$ cat config.mk
export PLATFORM = sky130hd
export DESIGN_NAME = rom_port_arbiter
export DESIGN_NICKNAME = d
export VERILOG_FILES = /design/src/rtl/rom_arb_pkg.sv /design/src/rtl/rom_port_arbiter.sv
export SDC_FILE = /design/constraint.sdc
export NUM_CORES = 1
export LEC_CHECK = 0
export BUFFER_PORTS_ARGS = -buffer_cell sky130_fd_sc_hd__buf_4
export CORE_MARGIN = 1
export CORE_UTILIZATION = 45
export CTS_CLUSTER_SIZE = 30
export DETAILED_ROUTE_END_ITERATION = 8
export GPL_TIMING_DRIVEN = 0
export PLACE_DENSITY = 0.77
export SLEW_MARGIN = 15
export SYNTH_ARGS = -nofsm -noshare
export SYNTH_HDL_FRONTEND = slang
export SYNTH_SLANG_ARGS = --single-unit
$ cat constraint.sdc
create_clock -name clk -period 3.4 [get_ports clk]
set_clock_uncertainty 0.2 [all_clocks]
set_input_delay 0.34 -clock clk [delete_from_list [all_inputs] [get_ports clk]]
set_output_delay 0.34 -clock clk [all_outputs]
set_load 0.1 [all_outputs]
$ cat src/rtl/rom_arb_pkg.sv
// Shared types and constants for the ROM port arbiter.
package rom_arb_pkg;

    localparam int          ARB_ADDR_W = 12;
    localparam logic [31:0] NOP_INSTR  = 32'h0000_0013;

    typedef struct packed {
        logic                  req;
        logic [ARB_ADDR_W-1:0] addr;
    } rom_req_t;

    typedef enum logic [1:0] {
        GNT_NONE = 2'd0,
        GNT_IF   = 2'd1,
        GNT_DM   = 2'd2
    } rom_gnt_e;

endpackage

$ cat src/rtl/rom_port_arbiter.sv
// Shares one combinational ROM between the fetch port and the data load port,
// with registered responses, fill-word substitution and an anti-starvation counter for DM.
module rom_port_arbiter
    import rom_arb_pkg::*;
#(
    parameter int          ADDR_W    = 12,
    parameter int          DEPTH     = 128,
    parameter int          MAX_WAIT  = 4,
    parameter logic [31:0] FILL_WORD = NOP_INSTR
) (
    input  logic              clk,
    input  logic              reset,
    input  logic              if_req_i,
    input  logic [ADDR_W-1:0] if_addr_i,
    input  logic              if_flush_i,
    output logic              if_gnt_o,
    output logic              if_rvalid_o,
    output logic [31:0]       if_rdata_o,
    input  logic              dm_req_i,
    input  logic [ADDR_W-1:0] dm_addr_i,
    output logic              dm_gnt_o,
    output logic              dm_rvalid_o,
    output logic [31:0]       dm_rdata_o,
    output logic              dm_err_o,
    output logic [ADDR_W-1:0] rom_addr_o,
    input  logic [31:0]       rom_inst_i
);

    localparam int              WAIT_W   = $clog2(MAX_WAIT + 1);
    localparam logic [WAIT_W-1:0] WAIT_MAX = WAIT_W'(MAX_WAIT);

    rom_gnt_e          gnt_s;
    logic [ADDR_W-1:0] win_addr_s;
    logic [WAIT_W-1:0] wait_q, wait_d;
    logic              if_oor_s, dm_oor_s, dm_bad_s;
    logic              if_pend_q, dm_pend_q, dm_err_q;
    logic [31:0]       if_rdata_q, dm_rdata_q;

    assign if_oor_s = int'(if_addr_i[ADDR_W-1:2]) >= DEPTH;
    assign dm_oor_s = int'(dm_addr_i[ADDR_W-1:2]) >= DEPTH;
    assign dm_bad_s = dm_oor_s || (dm_addr_i[1:0] != 2'b00);

    // Grant selection, winner address mux and DM aging counter next state.
    always_comb begin
        gnt_s      = GNT_NONE;
        win_addr_s = {ADDR_W{1'b0}};
        wait_d     = wait_q;
        if (reset) begin
            gnt_s = GNT_NONE;
        end else if (if_req_i && dm_req_i) begin
            if (wait_q == WAIT_MAX) begin
                gnt_s = GNT_DM;
            end else begin
                gnt_s = GNT_IF;
            end
        end else if (if_req_i) begin
            gnt_s = GNT_IF;
        end else if (dm_req_i) begin
            gnt_s = GNT_DM;
        end else begin
            gnt_s = GNT_NONE;
        end
        case (gnt_s)
            GNT_IF:  win_addr_s = if_addr_i;
            GNT_DM:  win_addr_s = dm_addr_i;
            default: win_addr_s = {ADDR_W{1'b0}};
        endcase
        if (!dm_req_i || gnt_s == GNT_DM) begin
            wait_d = {WAIT_W{1'b0}};
        end else if (wait_q != WAIT_MAX) begin
            wait_d = wait_q + WAIT_W'(1);
        end else begin
            wait_d = wait_q;
        end
    end

    // Fetch response register; a flush in the grant cycle kills the pending response.
    always_ff @(posedge clk) begin
        if (reset) begin
            if_pend_q  <= 1'b0;
            if_rdata_q <= 32'h0000_0000;
        end else begin
            if_pend_q <= (gnt_s == GNT_IF) && !if_flush_i;
            if ((gnt_s == GNT_IF) && !if_flush_i) begin
                if_rdata_q <= if_oor_s ? FILL_WORD : rom_inst_i;
            end
        end
    end

    // Data response register plus aging counter.
    always_ff @(posedge clk) begin
        if (reset) begin
            dm_pend_q  <= 1'b0;
            dm_err_q   <= 1'b0;
            dm_rdata_q <= 32'h0000_0000;
            wait_q     <= {WAIT_W{1'b0}};
        end else begin
            wait_q    <= wait_d;
            dm_pend_q <= (gnt_s == GNT_DM);
            dm_err_q  <= (gnt_s == GNT_DM) && dm_bad_s;
            if (gnt_s == GNT_DM) begin
                dm_rdata_q <= dm_bad_s ? FILL_WORD : rom_inst_i;
            end
        end
    end

    // Sync reset only takes effect at the edge, so responses are masked during the reset cycle.
    assign if_gnt_o    = (gnt_s == GNT_IF);
    assign dm_gnt_o    = (gnt_s == GNT_DM);
    assign rom_addr_o  = {win_addr_s[ADDR_W-1:2], 2'b00};
    assign if_rvalid_o = if_pend_q && !if_flush_i && !reset;
    assign if_rdata_o  = reset ? 32'h0000_0000 : if_rdata_q;
    assign dm_rvalid_o = dm_pend_q && !reset;
    assign dm_err_o    = dm_err_q && !reset;
    assign dm_rdata_o  = reset ? 32'h0000_0000 : dm_rdata_q;

endmodule

==> impl_metrics.env, run 1 <==
export IMPL_slew_violations=0
export IMPL_slowest_delay_ns=0.35
export IMPL_io_buffer_count=137
export IMPL_p_clk_frac=0.378
export IMPL_multi_input_area_mm2=0.00161
export IMPL_cp_start_kind="register"
export IMPL_cp_end_kind="output port"
export IMPL_ys_ff_latch=70
export IMPL_pre_cts_ws_ns=0.459
export IMPL_antenna_found_initial=0
export IMPL_die_x_um=86.3
export IMPL_slowest_stage="a211oi_4"
export IMPL_reg2reg_depth=9
export IMPL_p_int_mw=1.27
export IMPL_fmax_mhz=308
export IMPL_finalCritPeriodShare=0.956
export IMPL_wl_per_cell_um=15.3
export IMPL_pwr_share_comb=0.148
export IMPL_yosys_mux_area_fraction=0
export IMPL_final_nets=567
export IMPL_reg2reg_setup_slack_ns=0.47
export IMPL_clk_path_buf_depth=2
export IMPL_async_flop_share=0
export IMPL_met2_usage=0.444
export IMPL_fin_util=0.665
export IMPL_grt_pass1_vias=2994
export IMPL_n_antenna_cell=0
export IMPL_postRouteAntennaNets=0
export IMPL_maxCapViolations=0
export IMPL_met1_usage=0.319
export IMPL_via_count=3161
export IMPL_routed_wl_mm=9.19
export IMPL_r2r_end="dm_rdata_q[15]"
export IMPL_drt_iter0_markers=126
export IMPL_vdd_drop_max_mv=0.265
export IMPL_clk_pin_slew_ns=0.07
export IMPL_synth_xor_area_share=0.00274
export IMPL_switchingPower_mw=0.485
export IMPL_hold_viol_final=0
export IMPL_regArea_mm2=0.00140
export IMPL_ys_flop_type="dfxtp_1"
export IMPL_dpl_cell_count=588
export IMPL_power_leakage_nw=1.99
export IMPL_synthCells=354
export IMPL_overflow=0
export IMPL_use_met3=0.0514
export IMPL_synth_distinct_cells=31
export IMPL_synth_top_family_by_area="simple AND/OR/NAND/NOR gates"
export IMPL_crit_top_cell="inv_1"
export IMPL_grtUsageTotal=0.258
export IMPL_final_common_cell="buf_4"
export IMPL_grt_busiest_layer="met2"
export IMPL_grt_pass1_wl_mm=14.8
export IMPL_cp_startpoint="wait_q[0]"
export IMPL_cp_data_arrival_time_ns=2.71
export IMPL_holdCritPathClass="primary input to register"
export IMPL_synth_avg_cell_area_um2=9.02
export IMPL_swShare=0.277
export IMPL_critPathKind="register to output port"
export IMPL_nFillCells=623
export IMPL_cts_tree="yes"
export IMPL_crit_end="rom_addr_o[6]"
export IMPL_rows=30
export IMPL_place_gp_congestion=0.860
export IMPL_clock_sinks=70
export IMPL_synth_compound_area_share=0.183
export IMPL_area_growth_pct=42.2
export IMPL_cts_buffers_inserted=9
export IMPL_critPathRequiredTime_ns=2.86
export IMPL_die_h_um=86.3
export IMPL_drive_above_1_share=0.332
export IMPL_design_portCount=142
export IMPL_ys_seq_area_frac=0.439
export IMPL_die_area_mm2=0.00744
export IMPL_status="completed"
export IMPL_fin_area_mm2=0.00454
export IMPL_synth_simple_gate_area_share=0.296
export IMPL_insertion_delay_ns=0.35
export IMPL_initial_core_util=0.468
export IMPL_htreeDepth=3
export IMPL_fin_cells=602
export IMPL_synth_area_mm2=0.00319
export IMPL_place_area_mm2=0.00436
export IMPL_fin_ws_ns=0.151
export IMPL_cts_setup_buffers=0
export IMPL_rsz0062_at_grt="false"
export IMPL_relSlewSlack=0.642
export IMPL_powerDensity_mw_per_mm2=386
export IMPL_min_period_ns=3.25
export IMPL_crit_path_max_fanout=9
export IMPL_worst_pin_slew_ns=0.537
export IMPL_setup_tns_final_ns=0
export IMPL_core_area_mm2=0.00683
export IMPL_final_cell_mix="buf_4, dfxtp_1, nor2b_1"
export IMPL_drtPass1Iterations=4
export IMPL_finalSetupViolations=0
export IMPL_p_seq_frac=0.474
export IMPL_place_hpwl_mm=6.96
export IMPL_cts_root_buf="clkbuf_8"
export IMPL_timing_rr_start="wait_q[0]"
export IMPL_grt_max_degree=12
export IMPL_viasPerCell=5.25
export IMPL_critical_path_cell_chain="inv_1, ha_1, nand2_1, a21oi_1, inv_1, ha_2, a211oi_4, a22o_1, buf_4"
export IMPL_synth_edf_count=0
export IMPL_post_route_drc_count=0
export IMPL_synth_fa_ha_area_frac=0.0157
export IMPL_yosys_warnings=0
worst min-delay path by stage:
stage	start	endpoint	slack, ns	cells after the start
2_1_floorplan	if_req_i	dm_pend_q	0.23	1
3_3_place_gp	dm_rdata_q[23]	dm_rdata_q[23]	0.25	2
3_5_place_dp	dm_rdata_q[25]	dm_rdata_q[25]	0.26	2
4_1_cts	rom_inst_i[24]	if_rdata_q[24]	0.004	2
5_1_grt	rom_inst_i[9]	if_rdata_q[9]	0.007	2
6_report	rom_inst_i[24]	if_rdata_q[24]	0.008	2
state kept, by name, indices dropped and copies added (netlist names):
signal and count:
if_pend_q 1, wait_q 3, dm_pend_q 1, if_rdata_q 32, dm_err_q 1, dm_rdata_q 32
routing by layer:
layer | up-vias | part of all wire | wire (µm)
met2 | 126 | 0.50 | 4590
li1 | 1524 | - | -
met3 | 10 | 0.064 | 585
met5 | - | 0 | 0
met4 | 0 | 0.012 | 110
met1 | 1501 | 0.43 | 3910
critical path, delay by kind of cell (launching register included):
family                     cells  cell delay, ns
AOI/OAI and AO/OA              3            0.86
adders and majority gates      2            0.51
buffers and inverters          3            0.44
DFF                            1            0.34
and+or+nand+nor                1            0.21
stage by stage:
step / power (mW) / hold WS [ns]
final: 1.75 / 0.00818
after global routing: 1.81 / 0.00715
after CTS: 1.76 / 0.00404
after detailed placement: 1.11 / 0.257
after global placement: 1.11 / 0.252
after floorplan: 1.00 / 0.232
layout make-up:
type                       instances  area share
multi-input combinational        240       0.353
tap                               96      0.0264
clock inverter                     4      0.0105
buffer                            33      0.0347
timing repair buffer             137       0.226
sequential                        70       0.308
clock buffer                      11      0.0311
inverter                          11     0.00909
Yosys cell counts, types with 2 or more instances:
cell,n,share of area
a211oi_1,3,0.0071
a21oi_1,33,0.052
a221oi_1,3,0.0082
a22o_1,38,0.10
and2b_1,13,0.031
buf_1,6,0.0071
buf_2,5,0.0078
buf_4,3,0.0071
buf_6,2,0.0071
clkbuf_1,18,0.021
dfxtp_1,70,0.44
ha_1,4,0.016
inv_1,11,0.013
nand2_1,3,0.0035
nand2b_1,31,0.061
nand3_1,2,0.0031
nand4_1,29,0.057
nor2_1,13,0.015
nor2b_1,51,0.10
nor3_1,5,0.0078
power by group through the flow:
stage               sequential (mW)  clock, mW  combinational [mW]
finish                        0.831      0.662               0.260
global route                  0.832      0.707               0.274
CTS                           0.831      0.667               0.260
detailed placement            0.850          0               0.259
global placement              0.850          0               0.257
floorplan                     0.849          0               0.155
kinds of logic after synthesis:
family,count (synthesis)
adders and majority gates,4
DFF,70
and+or+nand+nor,153
buffers and inverters,45
other,1
xor gates and xnor gates,1
AOI/OAI and AO/OA,80
what timing repair did:
action                     CTS  global route
hold buffers                 0             0
gates resized for setup      0             1
setup endpoints to repair    0            10
Note: power is estimated with default switching activity, not from simulation.
==> run 2, diff against run 1 <==
- REMOVE_ABC_BUFFERS: unset -> 1
==> impl_metrics.env, run 2 (synthesis gave the netlist of run 1 again) <==
export IMPL_reg_top3="dm_rdata_q (32), if_rdata_q (32), wait_q (3)"
export IMPL_hold_path_depth=2
export IMPL_cp_data_arrival_time_ns=2.71
export IMPL_relSlewSlack=0.492
export IMPL_post_route_drc_count=0
export IMPL_place_hpwl_mm=5.63
export IMPL_clk_path_buf_depth=2
export IMPL_holdCritPathClass="primary input to register"
export IMPL_design_portCount=142
export IMPL_grt_pass1_vias=2779
export IMPL_drtPass1Iterations=4
export IMPL_vdd_drop_max_mv=0.232
export IMPL_worst_pin_slew_ns=0.760
export IMPL_clock_sinks=70
export IMPL_wl_per_cell_um=14.5
export IMPL_critical_path_cell_chain="inv_1, ha_1, nand2_1, a21oi_1, inv_1, ha_1, a211oi_4, buf_4, a22o_1, buf_6"
export IMPL_hp_start="rom_inst_i[27]"
export IMPL_reg2reg_depth=11
export IMPL_cts_buffers_inserted=9
export IMPL_cp_end_kind="output port"
export IMPL_initial_core_util=0.468
export IMPL_cp_start_kind="register"
export IMPL_finalCritPeriodShare=0.956
export IMPL_holdWs_ns=0.0142
export IMPL_htreeDepth=3
export IMPL_powerDensity_mw_per_mm2=401
export IMPL_drive_above_1_share=0.344
export IMPL_finalSetupViolations=0
export IMPL_area_growth_pct=45.6
export IMPL_clk_pin_slew_ns=0.08
export IMPL_die_area_mm2=0.00744
export IMPL_drt_iter0_markers=123
export IMPL_dpl_cell_count=560
export IMPL_crit_buf_inv=4
export IMPL_io_buffer_count=137
export IMPL_crit_cells=10
export IMPL_insertion_delay_ns=0.34
export IMPL_slew_violations=0
export IMPL_rsz0062_at_grt="true"
export IMPL_reg2reg_setup_slack_ns=0.47
export IMPL_cts_root_buf="clkbuf_8"
export IMPL_n_antenna_cell=0
export IMPL_via_count=2951
export IMPL_die_h_um=86.3
export IMPL_slowest_delay_ns=0.36
export IMPL_fmax_mhz=308
export IMPL_r2r_end="if_rdata_q[17]"
export IMPL_postRouteAntennaNets=0
export IMPL_critPathKind="register to output port"
export IMPL_grt_max_degree=107
export IMPL_antenna_found_initial=0
export IMPL_cts_tree="yes"
export IMPL_path_delay_family="compound AO/OA/AOI/OAI gates"
export IMPL_place_gp_congestion=0.763
export IMPL_hold_viol_final=0
export IMPL_overflow=0
export IMPL_rows=30
export IMPL_viasPerCell=5.05
export IMPL_fin_cells=584
export IMPL_grtUsageTotal=0.231
export IMPL_critPathRequiredTime_ns=2.86
export IMPL_core_area_mm2=0.00683
export IMPL_die_x_um=86.3
export IMPL_fin_util=0.681
export IMPL_status="completed"
export IMPL_final_common_cell="buf_4"
export IMPL_crit_path_max_fanout=9
export IMPL_final_nets=548
export IMPL_setup_tns_final_ns=0
export IMPL_routed_wl_mm=8.46
export IMPL_final_cell_mix="buf_4, dfxtp_1, nor2b_1"
export IMPL_power_leakage_nw=2.02
export IMPL_min_period_ns=3.25
export IMPL_hold_end="if_rdata_q[27]"
export IMPL_slowest_stage="ha_1"
export IMPL_nFillCells=570
export IMPL_total_power_mw=1.87
export IMPL_maxCapViolations=0
export IMPL_grt_pass1_wl_mm=13.3
export IMPL_timing_rr_start="wait_q[0]"
[run 2: cell count changes in the layout (fill, tap and decap cells not counted), moves of 2 or more]
| cell | delta |
|---|---|
| buf_1 | -5 |
| buf_16 | +2 |
| clkbuf_1 | -18 |
| buf_2 | -5 |
| dlygate4sd3_1 | +7 |
| buf_4 | -10 |
| buf_6 | +10 |
[run 2: layout make-up]
class	instances	area (µm²)	share of cell area
clock buffers	11	151	0.0325
clock inverters	5	81.3	0.0175
inverters	11	41.3	0.00888
multi-input cells	240	1620	0.348
flip-flops and latches	70	1400	0.301
well taps	96	120	0.0258
repair buffers	151	1240	0.266
[run 2: per-layer routing]
metal | part of all wire | global-route usage
met4 | 0.0078 | 0.0682
met1 | 0.43 | 0.278
met2 | 0.51 | 0.413
met3 | 0.050 | 0.0505
met5 | 0 | 0
[run 2: what timing repair did]
item                                    in CTS  in global routing
endpoints found under the setup margin       9                 10
hold buffers                                 7                  0
endpoints found under the hold margin        7                  0
gates resized for setup                      2                 10
buffers inserted                             0                  1
pin swaps                                    0                  1
[run 2: worst max-delay path by stage]
stage	end	slack (ns)	start
floorplan	if_rdata_q[10]	-0.67	wait_q[0]
global placement	if_rdata_q[9]	-1.47	reset
detailed placement	rom_addr_o[6]	-0.09	reset
CTS	rom_addr_o[6]	0.1	wait_q[0]
global route	rom_addr_o[8]	-0.02	wait_q[0]
finish	rom_addr_o[11]	0.15	wait_q[0]
[run 2: report_power, final]
part	switching [mW]	total [mW]	internal, mW
sequential	0.00325	0.831	0.828
combinational	0.168	0.261	0.0937
clock	0.321	0.774	0.453
total	0.491	1.87	1.37
[run 2: stage by stage]
stage	setup slack, ns	area [µm²]
after detailed placement	-0.0880	4300
after global routing	-0.0178	4650
after floorplan	-0.667	3040
final	0.150	4650
after global placement	-1.47	4190
after CTS	0.0999	4610
